<file path="src/rtl/fairy_muldiv_ctrl.sv">
// Iterative MULT/MULTU/DIV/DIVU sequencer sharing one add/subtract-and-shift datapath.
// Stalls the pipeline while running and writes HI/LO on a one-cycle DONE pulse.
module fairy_muldiv_ctrl #(
    parameter int unsigned ITER = 32
) (
    input  logic        clk,
    input  logic        reset,
    input  logic        start_i,
    input  logic [1:0]  op_i,
    input  logic [31:0] src_a_i,
    input  logic [31:0] src_b_i,
    input  logic        cancel_i,
    output logic        busy_o,
    output logic        stall_o,
    output logic        done_o,
    output logic [1:0]  hilo_we_o,
    output logic [31:0] hi_o,
    output logic [31:0] lo_o
);

    localparam int unsigned CNT_W = $clog2(ITER);

    localparam logic [1:0] OP_MULT = 2'b00;
    localparam logic [1:0] OP_DIV  = 2'b10;

    typedef enum logic [1:0] {
        S_IDLE = 2'b00,
        S_BUSY = 2'b01,
        S_DONE = 2'b10
    } state_e;

    state_e             state_q, state_d;
    logic [1:0]         op_q, op_d;
    logic [31:0]        opnd_q, opnd_d;
    logic [31:0]        raw_a_q, raw_a_d;
    logic [63:0]        acc_q, acc_d;
    logic               sign_a_q, sign_a_d;
    logic               sign_b_q, sign_b_d;
    logic [CNT_W-1:0]   count_q, count_d;
    logic [31:0]        hi_q, hi_d;
    logic [31:0]        lo_q, lo_d;

    logic               accept;
    logic               last_iter;
    logic               in_signed;
    logic [31:0]        abs_a;
    logic [31:0]        abs_b;
    logic               is_div;
    logic [32:0]        add_x;
    logic [33:0]        add_y;
    logic [33:0]        sum;
    logic [63:0]        acc_step;
    logic [63:0]        prod;
    logic [31:0]        quo;
    logic [31:0]        rem;
    logic [31:0]        res_hi;
    logic [31:0]        res_lo;

    assign accept    = (state_q == S_IDLE) && start_i && !cancel_i;
    assign last_iter = (count_q == CNT_W'(ITER - 1));

    // State register
    always_ff @(posedge clk or posedge reset) begin
        if (reset) begin
            state_q <= S_IDLE;
        end else begin
            state_q <= state_d;
        end
    end

    // Next-state and control outputs; cancel overrides every transition
    always_comb begin
        state_d   = state_q;
        busy_o    = 1'b0;
        stall_o   = 1'b0;
        done_o    = 1'b0;
        hilo_we_o = 2'b00;
        case (state_q)
            S_IDLE: begin
                stall_o = accept;
                if (accept) begin
                    state_d = S_BUSY;
                end
            end
            S_BUSY: begin
                busy_o  = 1'b1;
                stall_o = 1'b1;
                if (last_iter) begin
                    state_d = S_DONE;
                end
            end
            S_DONE: begin
                busy_o    = 1'b1;
                done_o    = 1'b1;
                hilo_we_o = 2'b11;
                state_d   = S_IDLE;
            end
            default: state_d = S_IDLE;
        endcase
        if (cancel_i) begin
            state_d = S_IDLE;
        end
    end

    // Operand magnitudes captured at accept
    always_comb begin
        in_signed = !op_i[0];
        abs_a     = (in_signed && src_a_i[31]) ? (~src_a_i + 32'd1) : src_a_i;
        abs_b     = (in_signed && src_b_i[31]) ? (~src_b_i + 32'd1) : src_b_i;
    end

    // Shared 34-bit adder: add multiplicand (multiply) or subtract divisor (divide)
    always_comb begin
        is_div = op_q[1];
        add_x  = is_div ? acc_q[63:31] : {1'b0, acc_q[63:32]};
        add_y  = is_div ? ~{2'b00, opnd_q} : {2'b00, opnd_q};
        sum    = {1'b0, add_x} + add_y + 34'(is_div);
        if (!is_div) begin
            acc_step = acc_q[0] ? {sum[32:0], acc_q[31:1]} : {1'b0, acc_q[63:1]};
        end else if (sum[33]) begin
            acc_step = {acc_q[62:0], 1'b0};
        end else begin
            acc_step = {sum[31:0], acc_q[30:0], 1'b1};
        end
    end

    // Sign fixup on the final iteration result
    always_comb begin
        prod = acc_step;
        if (op_q == OP_MULT && (sign_a_q ^ sign_b_q)) begin
            prod = ~acc_step + 64'd1;
        end
        quo = acc_step[31:0];
        rem = acc_step[63:32];
        if (op_q == OP_DIV) begin
            if (sign_a_q ^ sign_b_q) begin
                quo = ~acc_step[31:0] + 32'd1;
            end
            if (sign_a_q) begin
                rem = ~acc_step[63:32] + 32'd1;
            end
        end
        if (!is_div) begin
            res_hi = prod[63:32];
            res_lo = prod[31:0];
        end else if (opnd_q == 32'd0) begin
            res_hi = raw_a_q;
            res_lo = 32'hFFFF_FFFF;
        end else begin
            res_hi = rem;
            res_lo = quo;
        end
    end

    // Datapath next-state
    always_comb begin
        op_d     = op_q;
        opnd_d   = opnd_q;
        raw_a_d  = raw_a_q;
        acc_d    = acc_q;
        sign_a_d = sign_a_q;
        sign_b_d = sign_b_q;
        count_d  = count_q;
        hi_d     = hi_q;
        lo_d     = lo_q;
        if (accept) begin
            op_d     = op_i;
            raw_a_d  = src_a_i;
            sign_a_d = in_signed && src_a_i[31];
            sign_b_d = in_signed && src_b_i[31];
            count_d  = '0;
            if (op_i[1]) begin
                acc_d  = {32'd0, abs_a};
                opnd_d = abs_b;
            end else begin
                acc_d  = {32'd0, abs_b};
                opnd_d = abs_a;
            end
        end else if (state_q == S_BUSY) begin
            acc_d   = acc_step;
            count_d = count_q + CNT_W'(1);
            if (last_iter && !cancel_i) begin
                hi_d = res_hi;
                lo_d = res_lo;
            end
        end
    end

    always_ff @(posedge clk or posedge reset) begin
        if (reset) begin
            op_q     <= 2'b00;
            opnd_q   <= 32'd0;
            raw_a_q  <= 32'd0;
            acc_q    <= 64'd0;
            sign_a_q <= 1'b0;
            sign_b_q <= 1'b0;
            count_q  <= '0;
            hi_q     <= 32'd0;
            lo_q     <= 32'd0;
        end else begin
            op_q     <= op_d;
            opnd_q   <= opnd_d;
            raw_a_q  <= raw_a_d;
            acc_q    <= acc_d;
            sign_a_q <= sign_a_d;
            sign_b_q <= sign_b_d;
            count_q  <= count_d;
            hi_q     <= hi_d;
            lo_q     <= lo_d;
        end
    end

    assign hi_o = hi_q;
    assign lo_o = lo_q;

endmodule

</file>
<file path="config.mk">
export PLATFORM = sky130hd
export DESIGN_NAME = fairy_muldiv_ctrl
export DESIGN_NICKNAME = d
export VERILOG_FILES = /design/src/rtl/fairy_muldiv_ctrl.sv
export SDC_FILE = /design/constraint.sdc
export NUM_CORES = 1
export LEC_CHECK = 0
export ABC_CLOCK_PERIOD_IN_PS = 10700
export CORE_UTILIZATION = 45
export DETAILED_ROUTE_END_ITERATION = 8
export DONT_BUFFER_PORTS = 1
export PLACE_DENSITY_LB_ADDON = 0.1
export RECOVER_POWER = 50
export SYNTH_ARGS = -nofsm -noshare
export SYNTH_HDL_FRONTEND = slang
export SYNTH_SLANG_ARGS = --single-unit
</file>
<file path="constraint.sdc">
create_clock -name clk -period 10.7 [get_ports clk]
set_input_delay 2.14 -clock clk [delete_from_list [all_inputs] [get_ports clk]]
set_output_delay 2.14 -clock clk [all_outputs]
set_load 0.01 [all_outputs]
</file>
== Word level (Yosys, flattened, before mapping) ==
Cells that the tools add are included.
Operators by class
  reductions and logical operators: 15
  mux-type cells: 30
  bitwise gates (word level): 8
  eq/ne operators: 6
  add/subtract/negate cells: 8
Operators by type and width (count)
  $mux W32: 12
  $mux W64: 6
  $add A32 B1 Y32 const B: 4
  $not A32 Y32: 4
  $add A64 B1 Y64 const B: 1
  $not A64 Y64: 1
  $add A33 B34 Y34: 1
  $add A34 B1 Y34: 1
  $mux W34: 1
  $not A32 Y34: 1
  $mux W33: 1
  $logic_not A32 Y1: 1
  $mux W5: 2
  $mux W2: 4
  $logic_and A1 B1 Y1: 6
  $ne A3 B3 Y1 const B: 2
  $add A5 B1 Y5 const B: 1
  $eq A5 B5 Y1 const B: 1
  $eq A2 B2 Y1 const B: 2
  $logic_not A2 Y1: 2
  $pmux W2 S2: 1
  $reduce_and A3 Y1: 1
  $eq A2 B1 Y1 const B: 1
  $logic_not A1 Y1: 2
  other kinds (7): 8
Word-level totals
  bits in registers: 203
  input bits: 70
  output and inout port bits: 69

== Logic depth before layout (Yosys ltp) ==
  depth in word-level cells: 12
  mapped depth: 36
  depth with buffers taken out: 22

== Least setup slack after synthesis ==
OpenSTA, ideal clock, no wires.
  kind: reg2reg
  start: register op_q[1]
  end: register hi_q[26], in the netlist hi_o[26]
  stages on the path, launching flop included: 34
  slack: 2.665 ns
  data arrival time: 7.909 ns
  setup time: 0.126 ns
  cell sequence: dfrtp_1 -> buf_4 -> buf_2 -> buf_1 -> clkbuf_8 -> buf_2 -> buf_1 -> clkbuf_1 -> buf_1 -> clkbuf_1 -> buf_1 -> mux2_2 -> ha_1 -> a21oi_1 -> o21ai_1 -> a221o_1 -> buf_6 -> a21oi_4 -> nand3_2 -> buf_8 -> buf_2 -> clkbuf_1 -> a21oi_1 -> ha_1 -> o2111ai_1 -> nor2_1 -> nand2_1 -> nor4_1 -> nand4_1 -> and3b_1 -> and3_1 -> a21o_1 -> xnor2_1 -> a221o_1
Between the ends
  longest elaborated chain between the ends: 11
Ends and longest elaborated chain
  start: declaration: RTL line 33  | logic [1:0] op_q, op_d;
  start signal: assignment: RTL line 201  | op_q <= op_d;
  $mux W33 or $mux W34 (tied branches): RTL line 115, 116
  $add A33 B34 Y34: RTL line 117  | sum = {1'b0, add_x} + add_y + 34'(is_div);
  $add A34 B1 Y34: RTL line 117
  $mux W64, on equally long branches: RTL line 119, 120
  $mux W64: RTL line 118  | if (!is_div) begin
  $not A32 Y32: RTL line 140  | rem = ~acc_step[63:32] + 32'd1;
  $add A32 B1 Y32: RTL line 140
  $mux W32: RTL line 139  | if (sign_a_q) begin
  $mux W32: RTL line 135  | if (op_q == OP_DIV) begin
  $mux W32: RTL line 146  | end else if (opnd_q == 32'd0) begin
  $mux W32 *: RTL line 143  | if (!is_div) begin
  end signal: assignment: RTL line 208  | hi_q <= hi_d;
  end: declaration: RTL line 40  | logic [31:0] hi_q, hi_d;
Every way passes the cells marked *; elsewhere a longest branch is shown, timed or not.
A chain may end at the register's enable or synchronous reset.

==> results.cfg <==
[status]
status = complete, but fails checks
violations = max-capacitance violations, max-slew violations

[cts]
cts_tree = done
clockRootBuffer = clkbuf_16
clkSinkCount = 203
ctsResizeCount = 0
clk_pin_slew_ps = 60
h-tree-depth = 1
cts_buffer_depth = 3
cts_made_buffers = 25
postCtsSetupRepairBufs = 0
insertion_delay_ps = 540
ctsHoldBuffers = 0

[floorplanning]
rows = 72
ios = 139
initial_utilization_pct = 46.0
die_height_um = 202
die_area_mm2 = 0.0407
core-area_mm2 = 0.0390
die_width_um = 202

[worst_hold_path]
hold_class = reg2reg

[routing]
dr.pass1.iters = 6
via_per_inst = 6.39
wirelength_mm = 70.1
route.vias.total = 17500
drt-initial-drc-count = 2011
antenna_left = 0
wl_per_cell_um = 25.6
drc_errors = 0

[global_routing]
antenna_found_initial = 4
grt_pass1_vias = 15800
grt_start_max_net_pins = 103
grt_pass1_wl_mm = 104
grtUsageTotal_pct = 33.8
grt-ovfl-total = 0

[synthesis]
ys.flop_type = dfrtp_1
yosys_warnings = 0
synth.distinct_cells = 118
synth_edf_count = 0
synth_cells = 2327
yosysSeqAreaShare_pct = 28.3
ys_ff_latch = 203
synth_area_per_cell_um2 = 7.71
syn-num-nets = 2439
synthArstFlopShare_pct = 100
synthesis.area_mm2 = 0.0179

[final_layout]
mostFrequentLayoutCell = nand2_1
synthToLayoutAreaGrowth_pct = 4.73
final_cell_mix = nand2_1 (340), nor2_1 (251), o21ai_0 (204)
fill_cells = 3947
nets = 2319
drive_gt1_share_pct = 7.74

[sta]
hold_ws_ps = 489
tns_ps = 0
fmax_mhz = 132
fin_crit_sh_pct = 70.6
max_slew_margin_pct = -148
tightestPinTransition_ps = 3730
slew_viol_final = 253
clock_skew_ps = 14.2
rsz0062_at_grt = false
hold_viol = 0
period_needed_ps = 7560
finalSetupViolations = 0

[critical_path]
crit_family = buffers and inverters
setup.worst_path.start_class = primary input
crit_arrival_ps = 6810
worstPathCellList = clkinvlp_2, clkbuf_1
crit_path_max_fanout = 72
required_ps = 9960
cpMaxStageDelayCell = clkbuf_1
cp.buffers_inverters = 2
crit_path_end_kind = async pin
critical-path-max-stage-delay_ps = 2730
worstSetupPathType = in2async

[placed_design]
portBuffers = 0
globalplace.congestion = 1.00
post-dp-hpwl_mm = 53.7

[pwr]
power.internal_uw = 2870
pwr-share-comb_pct = 65.0
netSwitchingPower_uw = 3360
ir_drop_mv = 0.107
power.density_mw_per_mm2 = 332
pwr-share-seq_pct = 21.3
cellLeakagePower_uw = 0.00776
swShare_pct = 53.9
p_clk_share_pct = 13.8

[flow_run]
drv_cap = 4
[cell families after synthesis]
kind of cell / count (synthesis) / share of synthesized area (%)
flops: 203 / 28.3
xor+xnor: 208 / 10.1
compound gates: 711 / 25.4
mux: 90 / 5.19
simple gates: 869 / 22.7
fa+ha+maj: 42 / 2.97
buf+inv: 204 / 5.29
[layer usage]
metal	routed length, µm	GRT usage (%)	vias to the layer above
li1	-	-	8126
met1	31300	49.9	8385
met2	28300	46.9	889
met3	8010	9.65	123
met4	2580	10.7	2
met5	7	0	-
[power groups by stage]
stage                     sequential [µW]  clock, µW  combinational (µW)
after detailed placement             1320          0                3920
after CTS                            1310        870                3940
after global routing                 1340        893                4350
final                                1330        859                4050
after floorplan                      1110          0                2970
after global placement               1320          0                3910
[worst paths after layout]
kind	from	end	slack [ps]	cells past startpoint
max in group clk	op_q[1]$_DFFE_PP0P_	hi_o[26]$_DFFE_PP0P_	3590	20
min	raw_a_q[17]$_DFFE_PP0P_	raw_a_q[17]$_DFFE_PP0P_	490	2
max	reset	op_q[1]$_DFFE_PP0P_	3140	2
min in group asynchronous	reset	opnd_q[7]$_DFFE_PP0P_	2470	1
max reg2reg	op_q[1]$_DFFE_PP0P_	hi_o[26]$_DFFE_PP0P_	3590	20
min reg2reg	raw_a_q[17]$_DFFE_PP0P_	raw_a_q[17]$_DFFE_PP0P_	490	2
[registers in the layout, indices dropped and copies added (netlist names)]
name / count
hi_o: 32
sign_b_q: 1
state_q: 2
op_q: 2
raw_a_q: 32
acc_q: 64
count_q: 5
sign_a_q: 1
lo_o: 32
opnd_q: 32
[synth_stat cells (all sizes together) (10+ instances only)]
cell	n	area share [%]
mux2i	66	3.7
clkbuf	125	3.1
nand2	343	7.2
inv	29	0.61
a31oi	30	1.1
o31ai	26	1.1
a311oi	10	0.75
a21o	21	0.89
and2	14	0.49
nor2	254	5.3
or4	11	0.50
and3	22	0.78
a21oi	195	5.6
dfrtp	203	28
or3	20	0.73
nor3	59	1.9
mux2	24	1.5
a211oi	36	1.7
or2	14	0.49
ha	41	2.9
o21a	10	0.42
o22ai	24	0.84
o21ai	220	6.2
xor2	114	5.6
nor4	30	1.2
buf	48	1.5
nand4	22	1.0
nand3	35	1.0
xnor2	94	4.6
o211ai	43	1.8
[final cells by class]
type                    count  area [µm²]  area share (%)
clock buffers              36         727            3.87
inverters                  31         118           0.626
diodes                      1        2.50          0.0133
multi-input cells        1920       11900            63.5
flip-flops and latches    203        5080            27.0
repair buffers             26         188           0.998
well taps                 518         648            3.45
clock inverters             7        97.6           0.519
[stage by stage]
| step | utilization (%) | total power (µW) | std cells | instance area (µm²) | setup WS (ps) |
|---|---|---|---|---|---|
| 2_1_floorplan | - | 4090 | 2327 | 17900 | 2670 |
| 3_3_place_gp | 46.1 | 5230 | 2698 | 18000 | 3940 |
| 3_5_place_dp | 46.1 | 5240 | 2698 | 18000 | 3730 |
| 4_1_cts | 48.2 | 6120 | 2741 | 18800 | 3710 |
| 5_1_grt | 48.2 | 6590 | 2741 | 18800 | 1830 |
| 6_report | 48.2 | 6240 | 2742 | 18800 | 3140 |
(Power assumes the default switching activity.)
